[src/rtl/seg_scan_driver.sv]
// seg_scan_driver: time-multiplexed 7-segment driver.
// Scans NUM_DIGITS hex digits one slot at a time. New values are swapped in
// only at frame boundaries so a frame never mixes two values. Leading-zero
// blanking, per-digit blink and output polarity are applied on the way out.
module seg_scan_driver #(
    parameter int NUM_DIGITS     = 4,
    parameter int SCAN_DIV       = 50000,
    parameter int BLINK_FRAMES   = 64,
    parameter int SEG_ACTIVE_LOW = 0,
    parameter int AN_ACTIVE_LOW  = 0
) (
    input  logic                    clk,
    input  logic                    rst_n,
    input  logic [4*NUM_DIGITS-1:0] value,
    input  logic                    load,
    input  logic [NUM_DIGITS-1:0]   dp_in,
    input  logic                    blank_lz,
    input  logic [NUM_DIGITS-1:0]   blink_mask,
    output logic [6:0]              seg,
    output logic                    dp,
    output logic [NUM_DIGITS-1:0]   an,
    output logic                    frame_done
);
    localparam int CW = $clog2(SCAN_DIV);
    localparam int IW = $clog2(NUM_DIGITS);
    localparam int BW = $clog2(BLINK_FRAMES + 1);
    localparam logic [CW-1:0] CNT_LAST   = CW'(SCAN_DIV - 1);
    localparam logic [IW-1:0] IDX_LAST   = IW'(NUM_DIGITS - 1);
    localparam logic [BW-1:0] BLINK_LAST = BW'(BLINK_FRAMES - 1);
    localparam logic SEG_INV = (SEG_ACTIVE_LOW != 0);
    localparam logic AN_INV  = (AN_ACTIVE_LOW != 0);

    logic [CW-1:0]                 cnt;
    logic [IW-1:0]                 idx;
    logic [NUM_DIGITS-1:0][3:0]    disp, pend;
    logic [NUM_DIGITS-1:0]         disp_dp, pend_dp;
    logic                          pend_valid;
    logic [BW-1:0]                 blink_cnt;
    logic                          blink_phase;
    logic [6:0]                    seg_r, seg_nxt;
    logic                          dp_r, dp_nxt;
    logic [NUM_DIGITS-1:0]         an_r, an_nxt;
    logic                          boundary;
    logic                          lit;
    logic                          zero_above;
    logic [NUM_DIGITS-1:0]         lz_blank;

    // Hex digit to {g,f,e,d,c,b,a}.
    function automatic logic [6:0] decode(input logic [3:0] d);
        case (d)
            4'h0: decode = 7'b0111111;
            4'h1: decode = 7'b0000110;
            4'h2: decode = 7'b1011011;
            4'h3: decode = 7'b1001111;
            4'h4: decode = 7'b1100110;
            4'h5: decode = 7'b1101101;
            4'h6: decode = 7'b1111101;
            4'h7: decode = 7'b0000111;
            4'h8: decode = 7'b1111111;
            4'h9: decode = 7'b1101111;
            4'hA: decode = 7'b1110111;
            4'hB: decode = 7'b1111100;
            4'hC: decode = 7'b0111001;
            4'hD: decode = 7'b1011110;
            4'hE: decode = 7'b1111001;
            default: decode = 7'b1110001;
        endcase
    endfunction

    // Frame boundary, blanking decisions and next output values for the current slot.
    always_comb begin
        boundary   = (cnt == CNT_LAST) && (idx == IDX_LAST);
        lz_blank   = '0;
        zero_above = 1'b1;
        // Walk down from the top digit; a digit is blanked while every digit
        // from the top down to it is zero. Digit 0 always shows.
        for (int k = NUM_DIGITS - 1; k >= 1; k--) begin
            zero_above  = zero_above && (disp[k] == 4'h0);
            lz_blank[k] = zero_above;
        end
        lit     = !(blank_lz && lz_blank[idx]) && !(blink_phase && blink_mask[idx]);
        seg_nxt = lit ? decode(disp[idx]) : 7'd0;
        dp_nxt  = lit && disp_dp[idx];
        an_nxt  = '0;
        an_nxt[idx] = lit;
    end

    // Scan counter, digit index, double-buffered value load and blink timer.
    always_ff @(posedge clk) begin
        if (!rst_n) begin
            cnt         <= '0;
            idx         <= '0;
            disp        <= '0;
            disp_dp     <= '0;
            pend        <= '0;
            pend_dp     <= '0;
            pend_valid  <= 1'b0;
            blink_cnt   <= '0;
            blink_phase <= 1'b0;
            frame_done  <= 1'b0;
        end else begin
            frame_done <= boundary;
            if (cnt == CNT_LAST) begin
                cnt <= '0;
                idx <= (idx == IDX_LAST) ? '0 : idx + IW'(1);
            end else begin
                cnt <= cnt + CW'(1);
            end
            if (boundary) begin
                // A load landing on the boundary bypasses the pending buffer.
                if (load) begin
                    disp    <= value;
                    disp_dp <= dp_in;
                end else if (pend_valid) begin
                    disp    <= pend;
                    disp_dp <= pend_dp;
                end
                pend_valid <= 1'b0;
                if (blink_cnt == BLINK_LAST) begin
                    blink_cnt   <= '0;
                    blink_phase <= ~blink_phase;
                end else begin
                    blink_cnt <= blink_cnt + BW'(1);
                end
            end else if (load) begin
                pend       <= value;
                pend_dp    <= dp_in;
                pend_valid <= 1'b1;
            end
        end
    end

    // Output registers; a single register keeps an strictly one-hot or zero.
    always_ff @(posedge clk) begin
        if (!rst_n) begin
            seg_r <= '0;
            dp_r  <= 1'b0;
            an_r  <= '0;
        end else begin
            seg_r <= seg_nxt;
            dp_r  <= dp_nxt;
            an_r  <= an_nxt;
        end
    end

    assign seg = seg_r ^ {7{SEG_INV}};
    assign dp  = dp_r ^ SEG_INV;
    assign an  = an_r ^ {NUM_DIGITS{AN_INV}};
endmodule

[config.mk]
export PLATFORM = sky130hd
export DESIGN_NAME = seg_scan_driver
export DESIGN_NICKNAME = d
export VERILOG_FILES = /design/src/rtl/seg_scan_driver.sv
export SDC_FILE = /design/constraint.sdc
export NUM_CORES = 1
export LEC_CHECK = 0
export ABC_AREA = 1
export CORE_MARGIN = 2
export CORE_UTILIZATION = 47
export CTS_BUF_LIST = sky130_fd_sc_hd__clkbuf_8
export DETAILED_ROUTE_END_ITERATION = 12
export PLACE_DENSITY_LB_ADDON = 0.15
export SETUP_SLACK_MARGIN = 0.4
export SLEW_MARGIN = 20
export SYNTH_ARGS = -nofsm -noshare
export SYNTH_HDL_FRONTEND = slang
export SYNTH_SLANG_ARGS = --single-unit
export TNS_END_PERCENT = 20
[constraint.sdc]
create_clock -name clk -period 3.35 [get_ports clk]
set_input_delay 0.5025 -clock clk [delete_from_list [all_inputs] [get_ports clk]]
set_output_delay 0.5025 -clock clk [all_outputs]
set_load 0.02 [all_outputs]
# [After elaboration in Yosys (flattened, before gate mapping)]
# Memory sizes are Yosys's and may differ from the RTL's. A register that Yosys moved wholly into a read port is not among the register bits.
# Cells that the tools add are included.
[op_classes] n_addsub=3 magnitude_cmp=2 eq_ne=3 muxes=16 n_bitwise=4 n_reduce_logical=21
[op_table] cell="16-bit two-way mux" count=2
[op_table] cell="16-bit by 1-bit adder with 16-bit output (second input constant)" count=1
[op_table] cell="16-bit == test (second input constant)" count=1
[op_table] cell="4-bit zero test" count=3
[op_table] cell="4-bit two-way mux" count=3
[op_table] cell="4-bit binary-select mux with 2-bit select" count=1
[op_table] cell="1-bit logical AND" count=8
[op_table] cell="2-bit AND reduction" count=4
[op_table] cell="7-bit by 1-bit adder with 7-bit output (second input constant)" count=1
[op_table] cell="7-bit by 6-bit == test with 1-bit output (second input constant)" count=1
[op_table] cell="7-bit two-way mux" count=1
[op_table] cell="1-bit binary-select mux with 2-bit select" count=3
[op_table] cell="4-bit bitwise AND" count=1
[op_table] cell="1-bit two-way mux" count=4
[op_table] cell="2-bit OR reduction" count=2
[op_table] cell="1-bit zero test" count=3
[op_table] cell="2-bit by 3-bit < comparator with 1-bit output (second input constant)" count=1
[op_table] cell="1-bit NOT" count=3
[op_table] cell="2-bit by 1-bit adder with 2-bit output (second input constant)" count=1
[op_table] cell="1-bit demux with 2-bit select" count=1
[op_table] cell="2-bit == test (second input constant)" count=1
[op_table] cell="2-bit by 1-bit >= comparator with 1-bit output (second input constant)" count=1
[op_table] cell="2-bit two-way mux" count=1
[op_table] cell="2-bit nonzero test" count=1
[totals] regBits=73 romBits=112 input_bits=28 out_inout_bits=13 memories=1
[memory_table] memory="(no name shown)" depth=16 word_bits=7 rd=1 rd_ports_with_merged_regs=1 write_ports=0 line="50" text="case (d)"

# [Longest topological paths before layout]
# Gate-level depths: netlist (run 1).
[depth] ltp_word=10 mapped_depth=12 ltp_nobuf=11

# [Least setup slack after synthesis (run 1)]
# Ideal clock, no wire load.
[synth_timing] kind="register to register" startpoint="register idx[0]" endpoint="register seg_r[3], in the netlist seg[3]" setup_ns=0.067 arrival_ns=1.735 required_ns=3.283 slack_ns=1.549 stages_incl_launch_ff=10 cell_sequence="dfxtp_1 -> buf_2 -> nand2_1 -> a32oi_1 -> inv_1 -> ha_1 -> nand3_1 -> nand2_1 -> nand2_1 -> a21oi_2"
[synth_via] elab_chain_cells=7
[synth_rtl] element="start: declaration" line="34" text="logic [IW-1:0] idx;"
[synth_rtl] element="start signal: assignment" line="105" text="idx <= (idx == IDX_LAST) ? '0 : idx + IW'(1);"
[synth_rtl] element="1-bit binary-select mux with 2-bit select" line="81" text="lit = !(blank_lz && lz_blank[idx]) && !(blink_phase && blink_mask[idx]);"
[synth_rtl] element="1-bit two-way mux (not written as such)" line="81"
[synth_rtl] element="1-bit logical AND" line="81"
[synth_rtl] element="1-bit zero test" line="81"
[synth_rtl] element="1-bit logical AND" line="81"
[synth_rtl] element="2-bit AND reduction (no line)"
[synth_rtl] element="1-bit zero test (no line)"
[synth_rtl] element="end: declaration" line="40" text="logic [6:0] seg_r, seg_nxt;"
# Parallel ways exist; a longest one is shown, timed or not. The select of a mux whose other input is x is not followed.
# A chain may end at the register's enable or synchronous reset.

# [Final worst setup path (run 1)]
[layout_timing] startpoint="register idx[0]" endpoint="register disp[14] (netlist bit)"
[layout_via] elab_chain_cells=3
[layout_rtl] element="2-bit == test" line="72" text="boundary = (cnt == CNT_LAST) && (idx == IDX_LAST);"
[layout_rtl] element="1-bit logical AND" line="72"
[layout_rtl] element="2-bit AND reduction (no line)"
[layout_rtl] element="end signal: assignment" line="112" text="disp <= value;"
[layout_rtl] element="end signal: assignment" line="115" text="disp <= pend;"
[layout_rtl] element="end: declaration" line="35" text="logic [NUM_DIGITS-1:0][3:0] disp, pend;"
# Every way passes these cells.

==> results.sh, run 1 <==
export IMPL_insertion_delay_ns=0.35
export IMPL_start_util_pct=48.92
export IMPL_num_rows=34
export IMPL_hold_viol=0
export IMPL_ioPinCount=41
export IMPL_track_usage_pct=19.70
export IMPL_finalCritPeriodShare_pct=70.25
export IMPL_finalSetupViolations=0
export IMPL_numCtsBuffers=9
export IMPL_fin_area_um2=4935
export IMPL_combPwrFrac_pct=8.5
export IMPL_crit_type="flop to flop"
export IMPL_p_seq_share_pct=50.7
export IMPL_die_width_um=99.74
export IMPL_clock_sinks=80
export IMPL_dpl_cell_area_um2=4716
export IMPL_post_cts_repair_setup_buffers=0
export IMPL_critPathMaxFanout=44
export IMPL_setup_tns_ns=0
export IMPL_synth_seq_cells=80
export IMPL_synthTopCellsByArea="dfxtp_1, nand2_1, nor2_1, nand3_1, inv_1"
export IMPL_hp_start="blink_cnt[6]"
export IMPL_cp_start_kind="flop"
export IMPL_drive_gt1_share_pct=7.111
export IMPL_cts_hold_buf=0
export IMPL_endpoint_kind="flop"
export IMPL_wl_per_cell_um=11.60
export IMPL_die_height_um=99.74
export IMPL_vdd_drop_max_v=0.0002189
export IMPL_synth_warnings=0
export IMPL_syn_inst=646
export IMPL_cp_startpoint="idx[0]"
export IMPL_yosysUniqueCellTypes=32
export IMPL_cp_required_ns=3.63
export IMPL_final_antenna_net_count=0
export IMPL_syn_num_nets=687
export IMPL_syn_area_um2=4308
export IMPL_p_per_area_nw_per_um2=394.3
export IMPL_hold_class="flop to flop"
export IMPL_grt_max_degree=45
export IMPL_gp_congestion=0.8707
export IMPL_firstDrtPassIters=4
export IMPL_grt_pass1_vias=3616
export IMPL_cts_root_buf="clkbuf_8"
export IMPL_clk_pin_slew_ns=0.09
export IMPL_holdPathStages=2
export IMPL_drc=0
export IMPL_r2r_setup_slack_ns=1.0
export IMPL_core_area_um2=8806
export IMPL_routed_via_density=4.986
export IMPL_cts_resized_gates=0
export IMPL_p_int_w=0.001490
export IMPL_synth_seq_area_share_pct=37.18
export IMPL_antenna_found_initial=0
export IMPL_die_area_um2=9947
export IMPL_area_growth_pct=14.55
export IMPL_fmax_mhz=424.9
export IMPL_io_buffers=40
export IMPL_finalClockSkew_ns=0.01198
export IMPL_p_clk_share_pct=40.8
export IMPL_cts_tree="built"
export IMPL_r2r_start="idx[0]"
export IMPL_num_vias=3904
export IMPL_avgSynthCellArea_um2=6.669
export IMPL_dp_hpwl_mm=6.545
export IMPL_maxCapViolCount=0
export IMPL_fin_crit_ns=2.353
export IMPL_rsz0062_at_grt="no"
export IMPL_r2r_cells=6
export IMPL_clock_path_buffers=2
export IMPL_routed_wl_mm=9.082
export IMPL_htree_levels=3
export IMPL_worst_ep_arrival_time_ns=2.63
export IMPL_diodes=0
export IMPL_sw_frac_of_total_pct=23.41
export IMPL_p_leak_nw=2.074
export IMPL_grt_ovfl_total=0
export IMPL_slew_viol_final=0
export IMPL_p_sw_w=0.0004554
export IMPL_grt_pass1_wl_mm=16.24
export IMPL_synth_top_cell_area_share_pct=37.18
export IMPL_fin_nets=712
export IMPL_drtIter0Drc=118
export IMPL_synth_area_leader_cell="dfxtp_1"
export IMPL_status="completed"
export IMPL_tightestPinTransition_ns=0.8273
export IMPL_relSlewSlack_pct=44.79
-- registers in the layout, indices dropped and copies added (netlist names) --
register / flops
seg: 7
disp: 16
blink_phase: 1
blink_cnt: 7
idx: 2
frame_done: 1
pend: 16
cnt: 16
disp_dp: 4
dp: 1
pend_valid: 1
pend_dp: 4
an: 4
-- logic make-up (layout without fill, tap and decap cells) --
family,Yosys count,after routing,synth area share [%]
buffers and inverters,98,127,9.672
AO/OA/AOI/OAI,73,73,10.22
flip-flops,80,80,37.18
AND/OR/NAND/NOR,376,376,37.93
adder cells (fa/ha/maj),13,13,3.776
XOR/XNOR,6,6,1.220
-- synth_stat cells --
master,instances
clkbuf_1,13
nor2_2,3
nor3b_1,1
inv_1,61
nand2_2,8
a21oi_1,38
nand3_4,1
nand2_1,156
buf_4,3
nand4_1,25
nand3b_1,3
buf_1,5
or2_2,3
a32oi_1,1
inv_2,5
a21oi_2,5
o21ai_0,7
xor2_1,5
ha_1,13
o21a_1,20
o21bai_1,1
nand3_1,50
nor2_4,3
clkinv_1,1
dfxtp_1,80
nor2_1,115
or2_0,1
xnor2_1,1
nor3_1,7
buf_6,4
buf_2,6
o21ai_1,1
-- power by group through the flow --
stage / clock [W] / sequential, W / combinational, W
global route: 0.000849 / 0.000989 / 0.000190
detailed placement: 0 / 0.00101 / 0.000166
CTS: 0.000812 / 0.000986 / 0.000167
floorplan: 0 / 0.00101 / 0.000101
finish: 0.000794 / 0.000986 / 0.000166
global placement: 0 / 0.00101 / 0.000165
-- final timing paths --
| check | to |
|---|---|
| worst max-delay path | disp[14] |
| worst min register to register | blink_cnt[6] |
| worst max register to register | disp[14] |
| worst min-delay path | blink_cnt[6] |
-- cell usage in the layout (no fill, tap or decap), types with 7 or more instances in the layout --
cell / n
o21a_1: 20
nand2_1: 156
nand2_2: 8
ha_1: 13
nand4_1: 25
dfxtp_1: 80
clkbuf_8: 10
nand3_1: 50
nor2_1: 115
o21ai_0: 7
nor3_1: 7
clkdlybuf4s50_1: 40
a21oi_1: 38
inv_1: 61
-- worst max-delay path, cell delays in order, from the launching register on --
cell and delay [ns]:
dfxtp_1 0.63, ha_1 0.23, buf_4 0.26, nand3_4 0.43, nor2_4 0.52, nor2_1 0.08
nor2_1 0.12
-- through the flow --
step | utilization (%) | hold slack, ns | setup slack, ns | std cells | power [W]
2_1_floorplan | - | 0.4175 | 1.549 | 646 | 0.001114
3_3_place_gp | 53.55 | 0.4318 | 1.113 | 768 | 0.001172
3_5_place_dp | 53.55 | 0.4460 | 1.025 | 768 | 0.001175
4_1_cts | 56.04 | 0.4590 | 1.004 | 783 | 0.001965
5_1_grt | 56.04 | 0.4808 | 0.7211 | 783 | 0.002029
6_report | 56.04 | 0.4559 | 0.9967 | 783 | 0.001946
-- metal layers --
layer,wire [um],vias up,global-route usage (%)
met2,4131,73,31.39
li1,-,2096,-
met3,317,4,2.108
met4,56,0,7.165
met1,4576,1731,27.70
met5,0,-,0
-- final cells by class --
class / count / area (um2)
clock buffers: 10 / 137.6
well taps: 108 / 135.1
flip-flops and latches: 80 / 1602
multi-input cells: 468 / 2290
repair buffers: 45 / 437.9
fillers: 883 / 3871
clock inverters: 5 / 81.33
inverters: 67 / 251.5
Note: power is estimated with default switching activity, not from simulation.
==> inputs of run 2 (changes only) <==
==> constraint.sdc (replaced) <==
create_clock -name clk -period 2.1 [get_ports clk]
set_input_delay 0.315 -clock clk [delete_from_list [all_inputs] [get_ports clk]]
set_output_delay 0.315 -clock clk [all_outputs]
set_load 0.02 [all_outputs]
==> results.sh, run 2 (synthesis results as in run 1) <==
export IMPL_fin_crit_ns=1.660
export IMPL_num_rows=34
export IMPL_most_common_layout_cells="nand2_1, nor2_1, dfxtp_1"
export IMPL_cts_root_buf="clkbuf_8"
export IMPL_finalClockSkew_ns=0.01014
export IMPL_fin_nets=719
export IMPL_core_area_um2=8806
export IMPL_finalSetupViolations=0
export IMPL_cp_start_kind="flop"
export IMPL_ioPinCount=41
export IMPL_fmax_mhz=602.5
export IMPL_clock_sinks=80
export IMPL_num_vias=3983
export IMPL_critPathMaxFanout=11
export IMPL_cp_required_ns=2.33
export IMPL_grt_pass1_vias=3709
export IMPL_p_leak_nw=2.099
export IMPL_final_common_cell="nand2_1"
export IMPL_clock_path_buffers=2
export IMPL_grt_max_degree=46
export IMPL_io_buffers=40
export IMPL_hold_class="flop to flop"
export IMPL_track_usage_pct=19.86
export IMPL_htree_levels=3
export IMPL_vdd_drop_max_v=0.0003195
export IMPL_crit_type="flop to flop"
export IMPL_clk_pin_slew_ns=0.09
export IMPL_dp_hpwl_mm=6.638
export IMPL_endpoint_kind="flop"
export IMPL_worst_ep_arrival_time_ns=1.89
export IMPL_finalCritPeriodShare_pct=79.04
export IMPL_drc=0
export IMPL_cts_hold_buf=0
export IMPL_area_growth_pct=16.56
export IMPL_fin_util_pct=57.02
export IMPL_slew_viol_final=0
export IMPL_numCtsBuffers=9
export IMPL_die_width_um=99.74
export IMPL_crit_chain="inv_2 -> buf_4 -> nor2_1 -> nand3_1 -> nand2_1 -> nand3_1 -> nand2_2 -> nor2_1"
export IMPL_p_per_area_nw_per_um2=578.7
export IMPL_grt_pass1_wl_mm=16.45
export IMPL_maxCapViolCount=0
export IMPL_drive_gt1_share_pct=9.078
export IMPL_setup_tns_ns=0
export IMPL_antenna_found_initial=0
export IMPL_gp_congestion=0.8160
export IMPL_wl_per_cell_um=11.85
export IMPL_tightestPinTransition_ns=0.5481
export IMPL_slowest_delay_ns=0.41
export IMPL_cp_top_family="simple AND/OR/NAND/NOR gates"
export IMPL_final_antenna_net_count=0
export IMPL_die_height_um=99.74
export IMPL_relSlewSlack_pct=63.42
export IMPL_die_area_um2=9947
export IMPL_routed_wl_mm=9.373
export IMPL_drtIter0Drc=170
export IMPL_firstDrtPassIters=4
export IMPL_insertion_delay_ns=0.35
export IMPL_rsz0062_at_grt="yes"
export IMPL_status="completed"
export IMPL_hold_viol=0
export IMPL_crit_slowest_cell="dfxtp_2"
export IMPL_routed_via_density=5.035
export IMPL_path_buf_inv=2
export IMPL_start_util_pct=48.92
export IMPL_cts_tree="built"
export IMPL_diodes=0
export IMPL_grt_ovfl_total=0
export IMPL_top_regs="cnt (16), disp (16), pend (16)"
[run 2: power by group]
| group | switching (W) | internal (W) | leakage (nW) |
|---|---|---|---|
| clock network | 0.000617 | 0.000440 | 0.0827 |
| registers | 0.0000175 | 0.00155 | 0.654 |
| logic | 0.000143 | 0.000133 | 1.36 |
[run 2: layer usage]
layer  part of all wire, %  global-route usage, %
met2                    47                  33.26
met1                    49                  26.59
met5                     0                      0
met4                   1.2                  6.112
met3                   3.4                  2.811
[run 2: worst paths after layout]
kind                                to  cells after the start    from  slack [ns]
worst max-delay path            seg[4]                      8  idx[0]        0.44
worst max register to register  seg[4]                      8  idx[0]        0.44
worst min-delay path            cnt[0]                      1  cnt[0]        0.46
worst min register to register  cnt[0]                      1  cnt[0]        0.46
[run 2: cell type report]
cell class	count	area [um2]
tap	108	135.1
timing repair buffer	51	524.3
inverter	67	254.0
sequential	80	1607
clock inverter	7	53.80
multi-input combinational	469	2323
fill	857	3785
clock buffer	9	123.9
[run 2: stage by stage]
| stage | instance area (um2) | power [W] | hold WS (ns) | setup slack, ns | std cells |
|---|---|---|---|---|---|
| after floorplan | 4319 | 0.001777 | 0.4175 | 0.4074 | 646 |
| after global placement | 4787 | 0.001878 | 0.4283 | 0.3654 | 773 |
| after detailed placement | 4787 | 0.001884 | 0.4461 | 0.3284 | 773 |
| after CTS | 4979 | 0.002934 | 0.4615 | 0.3993 | 790 |
| after global routing | 5021 | 0.003042 | 0.4725 | 0.3245 | 791 |
| final | 5021 | 0.002906 | 0.4560 | 0.4401 | 791 |
[run 2: repair_timing]
action	4_1_cts	5_1_grt
setup endpoints to repair	51	77
cloned	0	1
resized for setup	3	9
endpoints found under the hold margin	0	0
setup buffers	1	0
pin swaps	1	1
==> inputs of run 3 (changes only) <==
==> constraint.sdc (replaced) <==
create_clock -name clk -period 1.5 [get_ports clk]
set_input_delay 0.225 -clock clk [delete_from_list [all_inputs] [get_ports clk]]
set_output_delay 0.225 -clock clk [all_outputs]
set_load 0.02 [all_outputs]
==> results.sh, run 3 (synthesis results as in run 1) <==
export IMPL_placed_cells=813
export IMPL_maxCapViolCount=0
export IMPL_finalClockSkew_ns=0.01290
export IMPL_rsz0062_at_grt="yes"
export IMPL_critPathMaxFanout=7
export IMPL_setup_slack_ns=-0.06068
export IMPL_cp_endpoint="seg[1]"
export IMPL_fin_util_pct=66.33
export IMPL_r2r_setup_slack_ns=-0.06
export IMPL_num_vias=4271
export IMPL_cp_start_kind="flop"
export IMPL_drive_gt1_share_pct=27.52
export IMPL_insertion_delay_ns=0.36
export IMPL_finalCritPeriodShare_pct=104.0
export IMPL_clk_pin_slew_ns=0.09
export IMPL_routed_via_density=5.072
export IMPL_worst_r2r_endpoint="seg[1]"
export IMPL_num_rows=34
export IMPL_top_regs="cnt (16), disp (16), pend (16)"
export IMPL_nFillCells=745
export IMPL_regArea_um2=1610
export IMPL_firstDrtPassIters=5
export IMPL_grt_max_degree=41
export IMPL_ioPinCount=41
export IMPL_final_cells=842
export IMPL_drc=0
export IMPL_status="finished with violations"
export IMPL_final_antenna_net_count=0
export IMPL_hold_viol=0
export IMPL_cp_startpoint="idx[0]"
export IMPL_core_area_um2=8806
export IMPL_slew_viol_final=0
export IMPL_cts_root_buf="clkbuf_8"
export IMPL_numCtsBuffers=9
export IMPL_die_width_um=99.74
export IMPL_gp_congestion=0.8539
export IMPL_hold_ws_ns=0.4481
export IMPL_endpoint_kind="flop"
export IMPL_die_area_um2=9947
export IMPL_drtIter0Drc=158
export IMPL_start_util_pct=48.92
export IMPL_cp_required_ns=1.76
export IMPL_fin_crit_ns=1.561
export IMPL_multi_input_area_um2=2701
export IMPL_diodes=0
export IMPL_fin_nets=772
export IMPL_antenna_found_initial=0
export IMPL_violations="negative setup slack"
export IMPL_clock_sinks=80
export IMPL_vdd_drop_max_v=0.0004913
export IMPL_wl_per_cell_um=12.87
export IMPL_r2r_start="idx[0]"
export IMPL_worst_ep_arrival_time_ns=1.82
export IMPL_r2r_cells=10
export IMPL_p_leak_nw=2.498
export IMPL_most_common_layout_cells="nand2_1, nor2_1, dfxtp_1"
export IMPL_setup_tns_ns=-0.2787
export IMPL_grt_ovfl_total=0
export IMPL_fmax_mhz=640.7
export IMPL_dp_hpwl_mm=7.187
export IMPL_io_buffers=40
export IMPL_cts_tree="built"
export IMPL_grt_pass1_wl_mm=18.73
export IMPL_track_usage_pct=23.04
export IMPL_die_height_um=99.74
export IMPL_final_common_cell="nand2_1"
export IMPL_area_growth_pct=35.58
export IMPL_relSlewSlack_pct=61.86
export IMPL_p_per_area_nw_per_um2=720.8
export IMPL_tightestPinTransition_ns=0.5720
export IMPL_clock_path_buffers=2
export IMPL_hold_class="flop to flop"
export IMPL_routed_wl_mm=10.83
export IMPL_dp_slack_ns=-0.1769
export IMPL_htree_levels=3
export IMPL_grt_pass1_vias=4204
export IMPL_crit_type="flop to flop"
export IMPL_finalSetupViolations=16
[run 3: cell count changes in the layout (fill, tap and decap cells not counted), sizes merged]
| cell | before | now |
|---|---|---|
| buf | 11 | 75 |
| bufinv | 0 | 1 |
| inv | 69 | 67 |
| clkinvlp | 3 | 2 |
| nor2 | 122 | 124 |
| clkdlybuf4s50 | 40 | 27 |
[run 3: power breakdown]
group	leakage, nW	switching [W]	internal, W
Clock	0.0876	0.000806	0.000754
Sequential	0.655	0.0000356	0.00218
Combinational	1.75	0.000225	0.000212
[run 3: worst min-delay path by stage]
| stage | cells past startpoint | from | endpoint | slack [ns] |
|---|---|---|---|---|
| global route | 2 | blink_cnt[6] | blink_cnt[6] | 0.48 |
| CTS | 2 | blink_cnt[6] | blink_cnt[6] | 0.48 |
| finish | 2 | blink_cnt[6] | blink_cnt[6] | 0.45 |
| floorplan | 1 | cnt[0] | cnt[0] | 0.42 |
| detailed placement | 1 | cnt[0] | cnt[0] | 0.44 |
| global placement | 1 | cnt[0] | cnt[0] | 0.43 |
[run 3: stage by stage]
stage                     power [W]  instance area (um2)
final                      0.004210                 5841
after global routing       0.004400                 5841
after CTS                  0.004223                 5662
after detailed placement   0.002663                 5164
after global placement     0.002650                 5164
after floorplan            0.002494                 4398
[run 3: routing by layer]
metal  up-vias  track usage [%]  wire, um  share of wire, %
met5         -                0         0                 0
met2        98            39.19      5272                49
met1      1937            29.58      4955                46
li1       2224                -         -                 -
met3        12            2.952       408               3.8
met4         0            9.378       196               1.8
[run 3: worst max-delay path, stage by stage (launching register included)]
cell and delay, ns:
dfxtp_4 0.39, inv_6 0.10, nand2_4 0.05, a32oi_4 0.29
inv_2 0.11, ha_4 0.29, nand3_4 0.07, nand2_2 0.06
nand2_1 0.04, nand2_1 0.05, inv_1 0.03
[run 3: repair_timing]
item,4_1_cts,5_1_grt
hold buffers,0,0
gates cloned,4,2
pin swaps,21,29
endpoints found under the setup margin,93,80
resized for setup,111,40
setup buffers,5,4
[run 3: cell type report]
class	count	share of cell area, %
Clock buffer	9	2.121
Clock inverter	5	1.007
Inverter	67	4.477
Multi-Input combinational cell	471	46.25
Sequential cell	80	27.57
Tap cell	108	2.314
Timing Repair Buffer	102	16.26
